File: src/rtl/truth_table_sweeper.sv
// Exhaustive stimulus/capture engine for a combinational DUT with true (F) and complement (Fn) outputs.
// Optional expected-table comparison is enabled by defining TTS_EXPECT_CHECK_EN.
module truth_table_sweeper #(
  parameter int unsigned N_IN        = 3,
  parameter int unsigned HOLD_CYCLES = 50
) (
  input  logic                   clk,
  input  logic                   rst_n,
  input  logic                   start,
  input  logic                   abort,
  output logic [N_IN-1:0]        pattern,
  input  logic                   f_in,
  input  logic                   fn_in,
  output logic                   busy,
  output logic                   done,
  output logic [(1<<N_IN)-1:0]   minterm_mask,
  output logic [N_IN:0]          ones_count,
  output logic                   comp_err,
  output logic [N_IN:0]          err_count
`ifdef TTS_EXPECT_CHECK_EN
  ,
  input  logic [(1<<N_IN)-1:0]   expect_mask,
  output logic                   match,
  output logic [(1<<N_IN)-1:0]   mismatch_mask
`endif
);

  localparam int unsigned NPAT      = 1 << N_IN;
  localparam logic [15:0] HOLD_LAST = 16'(HOLD_CYCLES - 1);

  typedef enum logic [1:0] {
    S_IDLE,
    S_DRIVE,
    S_DONE
  } state_t;

  state_t            state;
  state_t            state_next;
  logic [15:0]       hold_cnt;
  logic              sample;
  logic              last;
  logic              launch;
  logic [NPAT-1:0]   mask_upd;

  always_ff @(posedge clk or negedge rst_n) begin
    if (!rst_n) state <= S_IDLE;
    else        state <= state_next;
  end

  always_comb begin
    state_next = state;
    sample     = (state == S_DRIVE) && (hold_cnt == HOLD_LAST);
    last       = (pattern == '1);
    launch     = start && !abort && (state != S_DRIVE);
    busy       = (state == S_DRIVE);
    done       = (state == S_DONE);
    // Mask including the sample being taken this cycle, so DONE-entry compare sees the final bit.
    mask_upd          = minterm_mask;
    mask_upd[pattern] = f_in;
    if (abort) begin
      state_next = S_IDLE;
    end else begin
      case (state)
        S_IDLE, S_DONE: if (start) state_next = S_DRIVE;
        S_DRIVE:        if (sample && last) state_next = S_DONE;
        default:        state_next = S_IDLE;
      endcase
    end
  end

  always_ff @(posedge clk or negedge rst_n) begin
    if (!rst_n) begin
      pattern      <= '0;
      hold_cnt     <= '0;
      minterm_mask <= '0;
      ones_count   <= '0;
      comp_err     <= 1'b0;
      err_count    <= '0;
    end else if (abort) begin
      pattern  <= '0;
      hold_cnt <= '0;
    end else if (launch) begin
      pattern      <= '0;
      hold_cnt     <= '0;
      minterm_mask <= '0;
      ones_count   <= '0;
      comp_err     <= 1'b0;
      err_count    <= '0;
    end else if (state == S_DRIVE) begin
      if (sample) begin
        minterm_mask <= mask_upd;
        ones_count   <= ones_count + {{N_IN{1'b0}}, f_in};
        if (fn_in == f_in) begin
          err_count <= err_count + 1'b1;
          comp_err  <= 1'b1;
        end
        hold_cnt <= '0;
        if (!last) pattern <= pattern + 1'b1;
      end else begin
        hold_cnt <= hold_cnt + 16'd1;
      end
    end
  end

`ifdef TTS_EXPECT_CHECK_EN
  logic [NPAT-1:0] expect_q;

  always_ff @(posedge clk or negedge rst_n) begin
    if (!rst_n) begin
      expect_q      <= '0;
      match         <= 1'b0;
      mismatch_mask <= '0;
    end else if (launch) begin
      expect_q      <= expect_mask;
      match         <= 1'b0;
      mismatch_mask <= '0;
    end else if (!abort && sample && last) begin
      mismatch_mask <= mask_upd ^ expect_q;
      match         <= ((mask_upd ^ expect_q) == '0);
    end
  end
`endif

endmodule

File: config.mk
export PLATFORM = sky130hd
export DESIGN_NAME = truth_table_sweeper
export DESIGN_NICKNAME = d
export VERILOG_FILES = /design/src/rtl/truth_table_sweeper.sv
export SDC_FILE = /design/constraint.sdc
export NUM_CORES = 1
export LEC_CHECK = 0
export BUFFER_PORTS_ARGS = -buffer_cell sky130_fd_sc_hd__buf_2
export CAP_MARGIN = 20
export CORE_ASPECT_RATIO = 1.5
export CORE_MARGIN = 4
export CORE_UTILIZATION = 45
export DETAILED_ROUTE_END_ITERATION = 8
export SYNTH_ARGS = -nofsm -noshare
export SYNTH_HDL_FRONTEND = slang
export SYNTH_SLANG_ARGS = --single-unit
File: constraint.sdc
create_clock -name clk -period 2.75 [get_ports clk]
set_input_delay 0.55 -clock clk [delete_from_list [all_inputs] [get_ports clk]]
set_output_delay 0.55 -clock clk [all_outputs]
set_load 0.02 [all_outputs]
Yosys cells after proc, flatten, opt, wreduce, memory -nomap -nowiden
Cells that the tools add are included.

cells by class
  add/sub/neg operators = 4
  $lt $le $gt $ge = 2
  equality and inequality tests = 9
  mux-type cells = 30
  bitwise operators = 1
  reduce and logical (&&, ||, !) cells = 17

operators with widths
  operator               number
  $mux 16                4
  $mux 4                 7
  $mux 8                 3
  $add 16x1->16 const B  1
  $eq 16x6->1 const B    1
  $mux 3                 5
  $bwmux 8               1
  $mux 2                 3
  $ne 3x2->1 const B     2
  $reduce_and 3->1       2
  $reduce_bool 2->1      3
  $reduce_bool 3->1      2
  $logic_and 1x1->1      5
  $mux 1                 5
  $add 4x1->4            1
  $add 4x1->4 const B    1
  $lt 3x4->1 const B     1
  $pmux 2 s2             1
  $reduce_and 4->1       1
  $add 3x1->3 const B    1
  $demux 1 s3            1
  $eq 3x3->1 const B     1
  $ge 3x1->1 const B     1
  $ne 3x3->1 const B     1
  other kinds (9)        9

storage, ports and cells
  register bits after elaboration = 38
  input port bits = 6
  output and inout port bits = 22

Logic depth before layout (Yosys ltp)
Gate-level depths: netlist (run 1).

  depth in word-level cells = 8
  mapped depth = 9
  depth with buffers taken out = 7

Worst setup path before layout (run 1)
OpenSTA, ideal clock, no wires.

  path type = flip-flop to flip-flop
  start = register hold_cnt[1]
  end = register minterm_mask[5]
  setup time = 120 ps
  arrival time = 1768 ps
  required time = 2630 ps
  setup slack = 861 ps
  stages on the path, launching flop included = 8
  buffers on the path = 0
  period minus slack after synthesis = 1889 ps
  cells stage by stage = dfrtp_1 -> inv_1 -> ha_1 -> nor3b_1 -> nand4_4 -> nor3_4 -> a31oi_1 -> a41o_1

on the way
  word-level cells in the longest chain between the ends = 4

ends and longest elaborated chain
  element                             RTL line  source
  from (decl)                         39        logic [15:0] hold_cnt;
  from (signal assigned)              100       hold_cnt <= hold_cnt + 16'd1;
  $eq 16x6->1                         52        sample = (state == S_DRIVE) && (hold_cnt == HOLD_LAST);
  $logic_and 1x1->1                   52
  $reduce_bool 2->1 (no source line)  n/a
  $reduce_and 3->1 (no source line)   n/a
  to (signal assigned)                91        minterm_mask <= mask_upd;
  to (decl)                           16        output logic [(1<<N_IN)-1:0] minterm_mask,

Every way passes these cells.
A chain may end at the register's enable or synchronous reset.

Worst setup path after layout (run 1)
  start = register hold_cnt[1]
  end = register hold_cnt[11]

on the way
  word-level cells in the longest chain between the ends = 6

ends and longest elaborated chain
  element                                                                RTL line  source
  parallel branches: the longest is 2 deep, another holds $add 16x1->16  n/a
  $mux 16 (*)                                                            90        if (sample) begin
  $mux 16 (*)                                                            89        end else if (state == S_DRIVE) begin
  $mux 16 (*)                                                            82        end else if (launch) begin
  $mux 16 (*)                                                            79        end else if (abort) begin

Every way passes the cells marked *. The select of a mux whose other input is x is not followed.

==> results of run 1 <==
[cells in the final DEF (no fill, tap or decap), types with 3 or more instances in the layout]
cell / instances
clkbuf_8: 5
a21oi_1: 18
o21ai_0: 15
a41o_1: 4
inv_1: 8
nor3_1: 6
or3_1: 6
nor2_1: 18
nand3_1: 14
nand4_1: 4
a21o_1: 3
and4_1: 3
nand2b_1: 3
dfrtp_1: 38
nand2_1: 25
ha_1: 7
buf_2: 27
a31oi_1: 12
nor2b_1: 3
xnor2_1: 4
[stage by stage]
step / utilization (%) / cell area (sq um)
3_5_place_dp: 50.5 / 2290
2_1_floorplan: - / 2110
4_1_cts: 52.3 / 2370
5_1_grt: 52.3 / 2370
6_report: 52.3 / 2370
3_3_place_gp: 50.3 / 2280
[registers in the layout, indices dropped and copies added (netlist names)]
| name | count |
|---|---|
| hold_cnt | 16 |
| err_count | 4 |
| pattern | 3 |
| minterm_mask | 8 |
| comp_err | 1 |
| state | 2 |
| ones_count | 4 |
[cell families (layout without fill, tap and decap cells)]
group | after synthesis | count (layout) | synth area share [%]
compound gates | 61 | 61 | 17.9
buf+inv | 21 | 45 | 4.14
simple gates | 94 | 94 | 25.4
flops | 38 | 38 | 45.0
fa+ha+maj | 7 | 7 | 4.14
mux | 2 | 2 | 0.947
xor+xnor | 6 | 6 | 2.49
[layout make-up]
class	count	area share (%)
Multi-Input combinational cell	170	45.3
Tap cell	64	3.37
Timing Repair Buffer	29	6.48
Inverter	9	1.42
Clock inverter	2	0.422
Sequential cell	38	40.1
Clock buffer	5	2.90
[worst max-delay path: cells and delay by family, from the launching register on]
family	cells	cell delay, ns
AND/OR/NAND/NOR	3	0.97
flip-flops	1	0.42
buffers and inverters	2	0.27
AO/OA/AOI/OAI	2	0.26
adder cells (fa/ha/maj)	1	0.13
[per-layer routing]
layer	wire length, um	share of wire (%)	GRT usage (%)
met1	1980	42	19.9
met2	2520	53	31.3
met3	174	3.7	4.04
met4	66	1.4	6.85
met5	0	0	0
[power breakdown]
part           total [mW]  switching, mW  internal (mW)  leakage (nW)
Combinational       0.147          0.102         0.0455         0.555
Sequential          0.585         0.0136          0.572         0.526
Clock               0.368          0.198          0.170        0.0438
Total                1.10          0.313          0.787          1.12
[worst min-delay path by stage]
| stage | to | slack [ns] | depth (start not counted) | startpoint |
|---|---|---|---|---|
| 2_1_floorplan | comp_err$_DFFE_PN0P_ | 0.25 | 0 | rst_n |
| 3_3_place_gp | comp_err$_DFFE_PN0P_ | 0.48 | 2 | comp_err$_DFFE_PN0P_ |
| 3_5_place_dp | comp_err$_DFFE_PN0P_ | 0.48 | 2 | comp_err$_DFFE_PN0P_ |
| 4_1_cts | err_count[3]$_DFFE_PN0P_ | 0.39 | 1 | rst_n |
| 5_1_grt | err_count[3]$_DFFE_PN0P_ | 0.44 | 1 | rst_n |
| 6_report | err_count[3]$_DFFE_PN0P_ | 0.36 | 1 | rst_n |
==> results.sh, run 1 <==
export IMPL_cts_max_level=2
export IMPL_ys_seq_area_share_pct=45.0
export IMPL_port_buffers=27
export IMPL_cts_buffers=5
export IMPL_crit_chain="inv_1 -> ha_1 -> nor3b_1 -> and4_1 -> nor2_1 -> buf_6 -> a41oi_1 -> a31oi_1"
export IMPL_die_x_um=64.0
export IMPL_irDropWorstVdd_mv=0.266
export IMPL_die_h_um=92.0
export IMPL_critPathCapture="hold_cnt[11]$_DFFE_PN0P_"
export IMPL_fin_skew_ns=0.00668
export IMPL_io_pins=28
export IMPL_postCtsHoldBufs=0
export IMPL_outcome="finished clean"
export IMPL_initial_utilization_pct=46.6
export IMPL_post_synth_main_area_contributors="dfrtp_1, nand2_1, a21oi_1"
export IMPL_worst_hold_slack_ns=0.360
export IMPL_r2r_slack_ns=0.58
export IMPL_total_power_mw=1.10
export IMPL_core_rowCount=30
export IMPL_worstReg2RegEnd="hold_cnt[11]$_DFFE_PN0P_"
export IMPL_final_setup_tns_ns=0
export IMPL_grt_pass1_vias=1734
export IMPL_finalCriticalPeriod_ns=2.17
export IMPL_finalSetupViolCount=0
export IMPL_post_place_ws_ns=0.579
export IMPL_clk_path_buf_depth=2
export IMPL_regArea_sq_um=951
export IMPL_num_vias=1755
export IMPL_first_iter_violations=85
export IMPL_max_freq_mhz=460
export IMPL_fin_cells=317
export IMPL_ys_warn_count=0
export IMPL_power_leakage_nw=1.12
export IMPL_gr_total_overflow=0
export IMPL_finalCritPeriodShare_pct=79.1
export IMPL_yosysMostFrequentCell="dfrtp_1"
export IMPL_worst_slew_pin_slew_ns=0.864
export IMPL_diodes=0
export IMPL_grt_pass1_wl_mm=8.14
export IMPL_cp_max_fo=12
export IMPL_synth_top_area_cell="dfrtp_1"
export IMPL_crit_type="reg2reg"
export IMPL_cap_viol_max_count=0
export IMPL_nets=266
export IMPL_ys_async_sr_fraction_pct=100
export IMPL_antenna_found_initial=0
export IMPL_cts_resized=0
export IMPL_cts_reportedPaths_clkPinSlew_ns=0.08
export IMPL_synth_flop_cell="dfrtp_1"
export IMPL_dr_pass1_iters=4
export IMPL_ys_top_cells_by_count="dfrtp_1, nand2_1, a21oi_1, nor2_1, o21ai_0"
export IMPL_synth_top_cell_area_share_pct=45.0
export IMPL_startpoint_type="flop"
export IMPL_hpwlAfterDp_mm=3.49
export IMPL_required_ns=2.91
export IMPL_detail_route_wl_per_cell_um=15.0
export IMPL_synth_avg_cell_area_sq_um=9.23
export IMPL_grt_usage_pct=17.6
export IMPL_rsz0062_at_grt="no"
export IMPL_slew_violations=0
export IMPL_r2r_start="hold_cnt[1]$_DFFE_PN0P_"
export IMPL_synthCells=229
export IMPL_slew_headroom_pct=42.4
export IMPL_viasPerCell=5.54
export IMPL_cts_sinks=38
export IMPL_die_area_sq_mm=0.00588
export IMPL_totalWireLength_mm=4.74
export IMPL_cts_tree="done"
export IMPL_core_sq_mm=0.00454
export IMPL_ant_nets=0
export IMPL_multiInputGateArea_sq_mm=0.00108
export IMPL_grt_max_degree=39
export IMPL_slowest_delay_ns=0.42
export IMPL_clockRootBuffer="clkbuf_8"
export IMPL_hold_viol_final=0
export IMPL_r2r_worst_path_cells=8
export IMPL_critPathCaptureType="flop"
export IMPL_syn_to_final_growth_pct=12.2
export IMPL_route_detailed_drc=0
export IMPL_arrival_ns=2.34
export IMPL_syn_num_nets=242
export IMPL_fillerInstances=430
export IMPL_yosys_cell_types_count=39
export IMPL_hold_class="in2async"
export IMPL_setup_ws_ns=0.575
export IMPL_cp_slowest_cell="dfrtp_1"
export IMPL_clk_latency_ns=0.29
export IMPL_startpoint="hold_cnt[1]$_DFFE_PN0P_"
export IMPL_ys_seq_elements=38
export IMPL_syn_area_sq_mm=0.00211
export IMPL_drive_gt1_share_pct=17.8
export IMPL_p_per_area_mw_per_mm2=464
export IMPL_synth_edf_count=0
export IMPL_placed_cells=310
export IMPL_cts_setup_buffers=0
export IMPL_place_gp_congestion=0.794
Note: power is estimated with default switching activity, not from simulation.
==> run 2, diff against run 1 <==
--- a/config.mk
+++ b/config.mk
@@ -11,6 +11,7 @@
 export CORE_MARGIN = 4
 export CORE_UTILIZATION = 45
 export DETAILED_ROUTE_END_ITERATION = 8
+export PLACE_DENSITY = 0.67
 export SYNTH_ARGS = -nofsm -noshare
 export SYNTH_HDL_FRONTEND = slang
 export SYNTH_SLANG_ARGS = --single-unit
==> constraint.sdc (replaced) <==
create_clock -name clk -period 1.8 [get_ports clk]
set_input_delay 0.36 -clock clk [delete_from_list [all_inputs] [get_ports clk]]
set_output_delay 0.36 -clock clk [all_outputs]
set_load 0.02 [all_outputs]
==> run 2 against run 1 <==
Compared with the run above:
- final cell count grew 13%
- clock skew grew 0.0037 ns
- count of clock-buffer cells in the layout grew 2
- clock power grew 61%
- largest cell class unchanged
- non-clock buffer count grew 40
- flip-flop and latch count is the same
- hold slack lost 0.25 ns
- the flow now finishes with violations (negative setup slack)
- critical endpoint is now err_count[2]$_DFFE_PN0P_
- utilization grew 8.2 points
- sequential share of layout area shrank 5.4 points
- sequential power grew 52%
- setup slack lost 0.67 ns
- via count grew 10%
==> results.sh, run 2 (synthesis gave the netlist of run 1 again) <==
export IMPL_rsz0062_at_grt="yes"
export IMPL_max_freq_mhz=529
export IMPL_cts_max_level=2
export IMPL_core_sq_mm=0.00454
export IMPL_cts_tree="done"
export IMPL_violations="negative setup slack"
export IMPL_clkPwrFrac_pct=33.2
export IMPL_clockRootBuffer="clkbuf_8"
export IMPL_grt_usage_pct=18.7
export IMPL_route_detailed_drc=0
export IMPL_grt_max_degree=39
export IMPL_arrival_ns=2.07
export IMPL_hold_class="in2async"
export IMPL_comb_power_share_pct=16.9
export IMPL_ant_nets=0
export IMPL_finalCriticalPeriod_ns=1.89
export IMPL_p_per_area_mw_per_mm2=651
export IMPL_hold_viol_final=0
export IMPL_dr_pass1_iters=4
export IMPL_largest_register="hold_cnt"
export IMPL_finalSetupViolCount=13
export IMPL_detail_route_wl_per_cell_um=14.6
export IMPL_final_cell_mix="buf_4, dfrtp_1, buf_2"
export IMPL_totalWireLength_mm=5.24
export IMPL_clk_path_buf_depth=2
export IMPL_slowest_delay_ns=0.38
export IMPL_fin_skew_ns=0.0103
export IMPL_irDropWorstVdd_mv=0.415
export IMPL_cts_reportedPaths_clkPinSlew_ns=0.07
export IMPL_first_iter_violations=93
export IMPL_outcome="finished with violations"
export IMPL_slew_headroom_pct=62.9
export IMPL_clk_latency_ns=0.29
export IMPL_place_gp_congestion=0.802
export IMPL_diodes=0
export IMPL_antenna_found_initial=0
export IMPL_gr_total_overflow=0
export IMPL_cp_common_cell="buf_4"
export IMPL_largest_register_ffs=16
export IMPL_seqPwrFrac_pct=49.9
export IMPL_num_vias=1937
export IMPL_fin_util_pct=60.4
export IMPL_nets=307
export IMPL_crit_type="reg2reg"
export IMPL_slew_violations=0
export IMPL_finalCritPeriodShare_pct=105
export IMPL_p_int_mw=1.30
export IMPL_worst_slew_pin_slew_ns=0.555
export IMPL_syn_to_final_growth_pct=29.8
export IMPL_viasPerCell=5.40
export IMPL_cts_buffers=5
export IMPL_cp_max_fo=8
export IMPL_power_leakage_nw=1.35
export IMPL_crit_chain="inv_1 -> ha_2 -> nor3b_4 -> buf_4 -> nand4_4 -> buf_4 -> nor4b_2 -> xnor2_1 -> nor2_1"
export IMPL_setup_ws_ns=-0.0911
export IMPL_critPathCaptureType="flop"
export IMPL_layout_commonest_cell="buf_4"
export IMPL_io_pins=28
export IMPL_die_x_um=64.0
export IMPL_required_ns=1.98
export IMPL_startpoint_type="flop"
export IMPL_cap_viol_max_count=0
export IMPL_postCtsHoldBufs=0
export IMPL_grt_pass1_vias=1821
export IMPL_total_power_mw=1.79
export IMPL_switching_share_pct=27.4
export IMPL_die_area_sq_mm=0.00588
export IMPL_initial_utilization_pct=46.6
export IMPL_core_rowCount=30
export IMPL_cts_sinks=38
export IMPL_cp_slowest_cell="dfrtp_1"
export IMPL_reg_top3="hold_cnt: 16 flops, minterm_mask: 8 flops"
export IMPL_switchingPower_mw=0.490
export IMPL_final_setup_tns_ns=-0.612
export IMPL_drive_gt1_share_pct=31.5
export IMPL_hpwlAfterDp_mm=3.65
export IMPL_grt_pass1_wl_mm=8.65
export IMPL_die_h_um=92.0
export IMPL_port_buffers=27
==> run 2: cell count changes in the layout (fill, tap and decap cells not counted), moves of 2 or more <==
cell / delta
and4_1: -2
and4_2: +2
nor2_1: -2
nor2_4: +2
o21ai_0: -2
buf_4: +40
o21ai_1: +2
==> run 2: power groups by stage <==
stage	clock network, mW	registers, mW	logic [mW]
detailed placement	0	0.906	0.278
CTS	0.617	0.889	0.287
floorplan	0	0.922	0.141
finish	0.594	0.891	0.302
global placement	0	0.905	0.274
global route	0.654	0.895	0.335
==> run 2: timing repair <==
action                     CTS  global route
buffers inserted             3             7
resized for setup            4            10
setup endpoints to repair   23            26
hold endpoints to repair     0             0
pin swaps                    2             7
gates cloned                 0             1
==> run 2: per-stage QoR <==
stage / setup slack (ns) / area, sq um / std cells / hold slack [ns]
2_1_floorplan: 0.0298 / 2120 / 229 / 0.0644
3_3_place_gp: -0.331 / 2520 / 340 / 0.440
3_5_place_dp: -0.443 / 2520 / 340 / 0.436
4_1_cts: -0.0755 / 2650 / 351 / 0.123
5_1_grt: -0.198 / 2740 / 359 / 0.155
6_report: -0.0911 / 2740 / 359 / 0.113
==> run 2: per-layer routing <==
layer  vias up  track usage [%]  share of wire, %  wire [um]
met3         8             3.80               3.4        177
met5         -                0                 0          0
met4         0             6.13               1.3         68
li1        965                -                 -          -
met2        47             33.0                55       2870
met1       917             22.1                41       2130
==> run 2: final timing paths <==
path	from	endpoint	slack, ns	cells past startpoint
worst min register to register	comp_err$_DFFE_PN0P_	comp_err$_DFFE_PN0P_	0.49	2
max in group asynchronous	rst_n	hold_cnt[1]$_DFFE_PN0P_	1.34	2
worst max-delay path	hold_cnt[1]$_DFFE_PN0P_	err_count[2]$_DFFE_PN0P_	-0.09	9
worst min-delay path	rst_n	hold_cnt[15]$_DFFE_PN0P_	0.11	2
worst max register to register	hold_cnt[1]$_DFFE_PN0P_	err_count[2]$_DFFE_PN0P_	-0.09	9
min in group clk	f_in	minterm_mask[7]$_DFFE_PN0P_	0.41	3
==> run 2: critical path: cells and delay by family (launching register included) <==
family                     cells  cell delay, ns
adders and majority gates      1            0.16
DFF                            1            0.38
buffers and inverters          3            0.41
xor gates and xnor gates       1            0.15
and+or+nand+nor                4            0.69
==> run 2: final cells by class <==
class	count	area (sq um)
Clock inverter	1	5.00
Timing Repair Buffer	69	454
Multi-Input combinational cell	171	1130
Tap cell	64	80.1
Inverter	9	33.8
Clock buffer	7	86.3
Sequential cell	38	951
Fill cell	412	1800
==> run 3, diff against run 2 <==
--- a/config.mk
+++ b/config.mk
@@ -11,7 +11,6 @@
 export CORE_MARGIN = 4
 export CORE_UTILIZATION = 45
 export DETAILED_ROUTE_END_ITERATION = 8
-export PLACE_DENSITY = 0.67
 export SYNTH_ARGS = -nofsm -noshare
 export SYNTH_HDL_FRONTEND = slang
 export SYNTH_SLANG_ARGS = --single-unit
==> constraint.sdc (replaced) <==
create_clock -name clk -period 2 [get_ports clk]
set_input_delay 0.4 -clock clk [delete_from_list [all_inputs] [get_ports clk]]
set_output_delay 0.4 -clock clk [all_outputs]
set_load 0.02 [all_outputs]
==> run 3 against run 2 <==
Compared with the run above:
- the flow now finishes without violations
- routed wire length down 9.7%
- sequential power down 10%
- clock power down 8.8%
- largest cell class unchanged
- power down 12%
- utilization down 5.4 points
- critical path type unchanged
- combinational power down 26%
- global-route usage down 1.5 points
- clock skew down 0.0054 ns
- sequential share of layout area up 3.4 points
- register-to-register slack better by 0.25 ns
- via count down 6.5%
==> results.sh, run 3 (synthesis gave the netlist of run 1 again) <==
export IMPL_largest_register="hold_cnt"
export IMPL_startpoint_type="flop"
export IMPL_fin_util_pct=55.0
export IMPL_core_sq_mm=0.00454
export IMPL_seqPwrFrac_pct=51.2
export IMPL_place_gp_congestion=0.853
export IMPL_clockRootBuffer="clkbuf_8"
export IMPL_slew_headroom_pct=67.6
export IMPL_comb_power_share_pct=14.2
export IMPL_final_cell_mix="dfrtp_1, buf_2, nand2_1"
export IMPL_post_place_ws_ns=0.0803
export IMPL_worst_slew_pin_slew_ns=0.486
export IMPL_setup_ws_ns=0.163
export IMPL_max_freq_mhz=544
export IMPL_p_int_mw=1.14
export IMPL_grt_usage_pct=17.2
export IMPL_clk_latency_ns=0.28
export IMPL_clk_path_buf_depth=2
export IMPL_viasPerCell=5.44
export IMPL_cts_resized=0
export IMPL_grt_pass1_wl_mm=8.01
export IMPL_fin_skew_ns=0.00490
export IMPL_fin_cells=333
export IMPL_ant_nets=0
export IMPL_drive_gt1_share_pct=22.7
export IMPL_hold_class="in2async"
export IMPL_first_iter_violations=121
export IMPL_worst_hold_slack_ns=0.147
export IMPL_finalCritPeriodShare_pct=91.9
export IMPL_cts_buffers=5
export IMPL_detail_route_wl_per_cell_um=14.2
export IMPL_finalCriticalPeriod_ns=1.84
export IMPL_required_ns=2.18
export IMPL_cts_max_level=2
export IMPL_reg_top3="hold_cnt: 16 flops, minterm_mask: 8 flops"
export IMPL_num_vias=1812
export IMPL_die_h_um=92.0
export IMPL_hold_viol_final=0
export IMPL_gr_total_overflow=0
export IMPL_grt_max_degree=39
export IMPL_power_leakage_nw=1.21
export IMPL_layout_commonest_cell="dfrtp_1"
export IMPL_fillerInstances=421
export IMPL_cts_sinks=38
export IMPL_crit_type="reg2reg"
export IMPL_syn_to_final_growth_pct=18.2
export IMPL_cts_reportedPaths_clkPinSlew_ns=0.07
export IMPL_nets=281
export IMPL_cts_setup_buffers=0
export IMPL_grt_pass1_vias=1682
export IMPL_hpwlAfterDp_mm=3.54
export IMPL_dr_pass1_iters=4
export IMPL_switchingPower_mw=0.425
export IMPL_cts_tree="done"
export IMPL_core_rowCount=30
export IMPL_rsz0062_at_grt="no"
export IMPL_antenna_found_initial=0
export IMPL_port_buffers=27
export IMPL_cp_max_fo=7
export IMPL_die_x_um=64.0
export IMPL_largest_register_ffs=16
export IMPL_initial_utilization_pct=46.6
export IMPL_final_setup_tns_ns=0
export IMPL_cap_viol_max_count=0
export IMPL_arrival_ns=2.01
export IMPL_postCtsHoldBufs=0
export IMPL_totalWireLength_mm=4.73
export IMPL_route_detailed_drc=0
export IMPL_placed_cells=325
export IMPL_clkPwrFrac_pct=34.6
export IMPL_io_pins=28
export IMPL_slew_violations=0
export IMPL_irDropWorstVdd_mv=0.424
export IMPL_outcome="finished clean"
export IMPL_switching_share_pct=27.2
export IMPL_critPathCaptureType="flop"
export IMPL_p_per_area_mw_per_mm2=626
export IMPL_finalSetupViolCount=0
export IMPL_die_area_sq_mm=0.00588
export IMPL_diodes=0
## run 3: cell count changes in the layout (fill, tap and decap cells not counted), sizes merged
| cell | delta |
|---|---|
| nor2 | -1 |
| buf | -25 |
## run 3: critical path, cell delays in order (launching register included)
cell and delay, ns:
dfrtp_1 0.47, nor4_4 0.39, nand4_4 0.18, buf_4 0.20, nor4b_2 0.29, xnor2_1 0.15
nor2_1 0.05
## run 3: worst paths after layout
path / slack (ns) / start / endpoint / depth (start not counted)
max in group asynchronous: 1.50 / rst_n / hold_cnt[14]$_DFFE_PN0P_ / 2
max: 0.16 / hold_cnt[11]$_DFFE_PN0P_ / err_count[2]$_DFFE_PN0P_ / 6
min: 0.15 / rst_n / err_count[3]$_DFFE_PN0P_ / 2
max reg2reg: 0.16 / hold_cnt[11]$_DFFE_PN0P_ / err_count[2]$_DFFE_PN0P_ / 6
min reg2reg: 0.50 / comp_err$_DFFE_PN0P_ / comp_err$_DFFE_PN0P_ / 2
min in group clk: 0.44 / abort / hold_cnt[1]$_DFFE_PN0P_ / 2
## run 3: per-layer routing
layer	track usage [%]	routed length, um	vias to the layer above
met5	0	0	-
met4	5.41	53	0
met3	2.57	144	4
met2	31.2	2500	30
met1	20.3	2040	866
li1	-	-	912
## run 3: final cells by class
class,count,area [sq um],share of cell area (%)
Clock buffer,7,86.3,3.45
Clock inverter,1,5.00,0.200
Inverter,9,33.8,1.35
Multi-Input combinational cell,170,1080,43.2
Sequential cell,38,951,38.0
Tap cell,64,80.1,3.20
Timing Repair Buffer,44,263,10.5
## run 3: metrics by stage
| step | power (mW) | area, sq um |
|---|---|---|
| 4_1_cts | 1.59 | 2490 |
| 2_1_floorplan | 0.956 | 2110 |
| 3_3_place_gp | 1.04 | 2400 |
| 3_5_place_dp | 1.04 | 2400 |
| 6_report | 1.57 | 2500 |
| 5_1_grt | 1.65 | 2500 |
## run 3: power groups by stage
stage               Clock, mW  Sequential, mW  Combinational, mW
floorplan                   0           0.829              0.126
global placement            0           0.816              0.225
detailed placement          0           0.816              0.226
CTS                     0.562           0.801              0.227
global route            0.589           0.804              0.252
finish                  0.542           0.801              0.223
